`src/rtl/load_cache.sv`:
```
// load_cache: direct-mapped, word-granular read cache in front of a slow memory
// load port. Hits answer next cycle; a miss issues a single memory load and fills the line.
`default_nettype none

module load_cache #(
  parameter int INDEX_BITS = 4
) (
  input  logic        clk,
  input  logic        rst_n,
  input  logic        req_valid,
  input  logic [15:0] req_addr,
  output logic        req_ready,
  output logic        resp_valid,
  output logic [15:0] resp_data,
  output logic        mem_load_en,
  output logic [15:0] mem_load_addr,
  input  logic        mem_load_ready,
  input  logic [15:0] mem_load_data,
  output logic [15:0] hit_count,
  output logic [15:0] miss_count
);

  localparam int LINES    = 1 << INDEX_BITS;
  localparam int TAG_BITS = 16 - INDEX_BITS;

  typedef enum logic [0:0] {
    S_IDLE = 1'b0,
    S_WAIT = 1'b1
  } state_t;

  state_t              state_q, state_d;
  logic [LINES-1:0]    valid_q, valid_d;
  logic [15:0]         addr_q, addr_d;
  logic                resp_valid_q, resp_valid_d;
  logic [15:0]         resp_data_q, resp_data_d;
  logic                mem_load_en_q, mem_load_en_d;
  logic [15:0]         mem_load_addr_q, mem_load_addr_d;
  logic [15:0]         hit_count_q, hit_count_d;
  logic [15:0]         miss_count_q, miss_count_d;

  // Tag/data storage carries no reset; the valid bits alone qualify it.
  logic [TAG_BITS-1:0] tag_q  [LINES];
  logic [15:0]         data_q [LINES];

  logic [INDEX_BITS-1:0] req_idx;
  logic [TAG_BITS-1:0]   req_tag;
  logic [INDEX_BITS-1:0] wait_idx;
  logic                  accept;
  logic                  hit;
  logic                  fill_en;

  assign req_idx  = req_addr[INDEX_BITS-1:0];
  assign req_tag  = req_addr[15:INDEX_BITS];
  assign wait_idx = addr_q[INDEX_BITS-1:0];
  assign accept   = req_valid && (state_q == S_IDLE);
  assign hit      = valid_q[req_idx] && (tag_q[req_idx] == req_tag);

  assign req_ready     = (state_q == S_IDLE);
  assign resp_valid    = resp_valid_q;
  assign resp_data     = resp_data_q;
  assign mem_load_en   = mem_load_en_q;
  assign mem_load_addr = mem_load_addr_q;
  assign hit_count     = hit_count_q;
  assign miss_count    = miss_count_q;

  always_comb begin
    state_d         = state_q;
    valid_d         = valid_q;
    addr_d          = addr_q;
    resp_valid_d    = 1'b0;
    resp_data_d     = resp_data_q;
    mem_load_en_d   = 1'b0;
    mem_load_addr_d = mem_load_addr_q;
    hit_count_d     = hit_count_q;
    miss_count_d    = miss_count_q;
    fill_en         = 1'b0;

    case (state_q)
      S_IDLE: begin
        // A mem_load_ready seen here is a stale completion and is ignored.
        if (accept) begin
          if (hit) begin
            resp_valid_d = 1'b1;
            resp_data_d  = data_q[req_idx];
            hit_count_d  = (hit_count_q == 16'hFFFF) ? hit_count_q : hit_count_q + 16'd1;
          end else begin
            mem_load_en_d   = 1'b1;
            mem_load_addr_d = req_addr;
            addr_d          = req_addr;
            miss_count_d    = (miss_count_q == 16'hFFFF) ? miss_count_q : miss_count_q + 16'd1;
            state_d         = S_WAIT;
          end
        end
      end
      S_WAIT: begin
        if (mem_load_ready) begin
          fill_en           = 1'b1;
          valid_d[wait_idx] = 1'b1;
          resp_valid_d      = 1'b1;
          resp_data_d       = mem_load_data;
          state_d           = S_IDLE;
        end
      end
      default: state_d = S_IDLE;
    endcase
  end

  always_ff @(posedge clk or negedge rst_n) begin
    if (!rst_n) begin
      state_q         <= S_IDLE;
      valid_q         <= '0;
      addr_q          <= 16'h0000;
      resp_valid_q    <= 1'b0;
      resp_data_q     <= 16'h0000;
      mem_load_en_q   <= 1'b0;
      mem_load_addr_q <= 16'h0000;
      hit_count_q     <= 16'h0000;
      miss_count_q    <= 16'h0000;
    end else begin
      state_q         <= state_d;
      valid_q         <= valid_d;
      addr_q          <= addr_d;
      resp_valid_q    <= resp_valid_d;
      resp_data_q     <= resp_data_d;
      mem_load_en_q   <= mem_load_en_d;
      mem_load_addr_q <= mem_load_addr_d;
      hit_count_q     <= hit_count_d;
      miss_count_q    <= miss_count_d;
    end
  end

  always_ff @(posedge clk) begin
    if (fill_en) begin
      tag_q[wait_idx]  <= addr_q[15:INDEX_BITS];
      data_q[wait_idx] <= mem_load_data;
    end
  end

endmodule

`default_nettype wire

```
`config.mk`:
```
export PLATFORM = sky130hd
export DESIGN_NAME = load_cache
export DESIGN_NICKNAME = d
export VERILOG_FILES = /design/src/rtl/load_cache.sv
export SDC_FILE = /design/constraint.sdc
export NUM_CORES = 1
export LEC_CHECK = 0
export ABC_AREA = 1
export BUFFER_PORTS_ARGS = -buffer_cell sky130_fd_sc_hd__buf_2
export CORE_ASPECT_RATIO = 1.25
export CORE_MARGIN = 2
export CORE_UTILIZATION = 35
export CTS_BUF_LIST = sky130_fd_sc_hd__clkbuf_4 sky130_fd_sc_hd__clkbuf_8
export DETAILED_ROUTE_END_ITERATION = 8
export PLACE_DENSITY = 0.56
export SYNTH_ARGS = -nofsm -noshare
export SYNTH_HDL_FRONTEND = slang
export SYNTH_SLANG_ARGS = --single-unit
```
`constraint.sdc`:
```
create_clock -name clk -period 6.5 [get_ports clk]
set_clock_uncertainty 0.2 [all_clocks]
set_input_delay 1.3 -clock clk [delete_from_list [all_inputs] [get_ports clk]]
set_output_delay 1.3 -clock clk [all_outputs]
set_load 0.005 [all_outputs]
```
==> metrics.txt <==
Syn Std Cell Area 0.0224 mm^2; detail-routed via count per cell 5.20; Sinks on Clock Net 531; area of the multi-input gates 0.00592 mm^2; HP Class register to register; core area 0.0633 mm^2; Hold Path Depth 2; crit path DAT 5160 ps; Final nets 2183; Total Power 7.61 mW; R2R Setup Slk 2270 ps; clock period minus worst slack 4890 ps; gp weighted congestion 0.836; Post-Synth Adder-Cell Area 0.112%; clock tree buffer depth 3; post-synthesis cell count 2032; CP Launch Type primary input; Critical path origin req_addr[1]; Max Fclk 204 MHz; initial antenna violation count 5; Power Dens Cells 298 mW/mm^2; die width 230 um; setup TNS 0 ps; detailed-route via count 15.9k; crit path capture type register; Finished Cell Area 0.0256 mm^2; Simple-Gate Fraction of Synth Area 17.3%; Least-Margin Pin Slew 1130 ps; die area 0.0662 mm^2; Post-CTS Resized 0; Hold-fix buffers, CTS 0; Initial DRC Count 1220; top post-synthesis cells by area edfxtp_1, dfrtp_1, nand2_1; drt first pass iters 5; peak supply drop 0.158 mV; clock latency on the worst-skew pair 680 ps; worst r2r src state_q$_DFF_PN0_; share of layout cells above drive strength 1 14.1%; port buffer count 102; commonest non-fill, non-tap cell in the layout nand2_1; dpl ws 1030 ps; Placed Area 0.0239 mm^2; Synth Area in Compound Gates 7.56%; critical path fanouts, max 57; total grt overflow 0; io pins 103; Initial Util 35.5%; Leak 9.88 nW; Yosys cell types 38; worst path required time 6770 ps; RSZ-0062 raised after global routing false; Setup WS post-layout 1610 ps; HPWL Detailed 35.7 mm; register area share after synthesis 69.2%; most frequent cells in the layout nand2_1, edfxtp_1, nand3_1; register area 0.0155 mm^2; CTS H-tree lvls 3; hold endpoint valid_q[11]$_DFFE_PN0P_; Placed Instances 2900; Root Buffer clkbuf_8; Post-DRT Antenna Nets 0; TritonCTS clock tree yes; synthesized flop and latch total 531; syn_nets 2070; Finish-stage setup viols 0; R2R Path End data_q[7][11]$_DFFE_PP_; Setup CP Type primary input to register; cell count of the worst reg-to-reg path 5; vias in the first global route 15.5k; die height 287 um; num rows 103; main combinational cell family by area after synthesis simple AND/OR/NAND/NOR gates; number of flops mapped to enable cells by yosys 448; Max transition margin 24.6%; Hold Startpoint valid_q[11]$_DFFE_PN0P_; number of CTS-inserted buffers 83; mux cell area share after synthesis 0%; Synth top area share 59.9%; Fillers 6007; Slew Limit Fails 0; first-pass GRT wire length 95.3 mm; Hold Violations, Final 0; Mean Syn Cell Area 11.0 um^2; dominant synthesized flop cell edfxtp_1; detailed-route wire length 63.6 mm; async set-reset flop share out of synthesis 15.6%; post-synth top area cell edfxtp_1; Finished Layout Cells 3053; Synth-to-Final Area Change 13.9%; Clock Pin Slew Worst Setup and Hold Paths 60 ps; largest net degree at the start of global routing 104; DRC Markers 0; xor and xnor area share after synthesis 0.859%; All-Layer GR Usage 19.2%; Final Cycle Share 75.3%; wire length per cell 20.8 um; synth warn 0; MaxCap Viol Count 0; Setup Buffers After CTS 0; status finished, final reports clean
-- sequential cells by signal (all words and copies together), names as in the netlist --
| name | flops |
|---|---|
| data_q | 256 |
| hit_count | 16 |
| mem_load_addr | 16 |
| mem_load_en | 1 |
| miss_count | 16 |
| resp_data | 16 |
| resp_valid | 1 |
| state_q | 1 |
| tag_q | 192 |
| valid_q | 16 |
-- cells in the mapped netlist (2+ instances only) --
library cell	n
a21o_1	2
or2_0	2
nand2_4	2
buf_6	7
ha_1	2
edfxtp_1	448
nand3_2	3
a21oi_1	4
inv_1	153
inv_2	2
clkbuf_1	52
buf_1	8
nand4_1	15
o21ai_0	163
or2_2	4
xor2_1	10
dfrtp_1	83
o211ai_1	13
xnor2_1	12
nor2_2	3
a31oi_1	11
o21ai_1	30
o221ai_1	51
o22ai_1	13
nor3_1	9
nor2_1	217
buf_2	38
nand2_1	454
nand3_1	211
nor4_1	2
-- worst max path at each step --
stage / to / slack, ps
5_1_grt: mem_load_addr[0]$_DFFE_PN0P_ / 1310
6_report: mem_load_addr[1]$_DFFE_PN0P_ / 1610
4_1_cts: mem_load_addr[1]$_DFFE_PN0P_ / 1750
2_1_floorplan: data_q[4][0]$_DFFE_PP_ / 2860
3_5_place_dp: mem_load_addr[6]$_DFFE_PN0P_ / 1030
3_3_place_gp: mem_load_addr[9]$_DFFE_PN0P_ / 1100
-- cells by family after synthesis --
kind of cell	after synthesis
AO/OA/AOI/OAI	287
XOR/XNOR	22
buffers and inverters	264
flip-flops	531
adder cells (fa/ha/maj)	2
AND/OR/NAND/NOR	926
-- through the flow --
stage	hold slack, ps	utilization, %
after floorplan	227	-
after global placement	239	37.7
after detailed placement	246	37.7
after CTS	256	40.4
after global routing	286	40.4
final	259	40.4
-- worst max-delay path, stage by stage --
cell	delay, ps
buf_4	370
clkinv_2	880
buf_4	480
nor2_1	100
o21ai_1	60
nand3_1	110
nand3_1	100
nand3_1	150
nand2_1	70
nor2_1	100
nand2_1	60
nor2_1	120
nand2_1	160
nand2_1	860
o21ai_0	190
-- routing by layer --
layer	vias to the layer above	wire length (um)	part of all wire, %	global-route usage (%)
li1	7302	-	-	-
met1	7881	26900	42	24.9
met2	555	30600	48	31.7
met3	135	4000	6.3	3.43
met4	8	2070	3.2	8.00
met5	-	46	0.072	0
-- where the power goes --
group	switching, mW	total, mW	leakage [nW]	internal (mW)
logic	0.489	0.704	3.90	0.214
clock network	1.30	2.85	0.909	1.55
registers	0.154	4.05	5.08	3.90
total	1.95	7.61	9.88	5.66
-- layout make-up --
| type | count | share of cell area, % |
|---|---|---|
| Multi-Input combinational cell | 1237 | 23.2 |
| Inverter | 157 | 2.33 |
| Antenna cell | 2 | 0.0196 |
| Tap cell | 840 | 4.11 |
| Timing Repair Buffer | 135 | 3.01 |
| Clock inverter | 20 | 0.406 |
| Sequential cell | 531 | 60.8 |
| Clock buffer | 131 | 6.20 |
No activity file was read; power rests on OpenSTA's default activity.
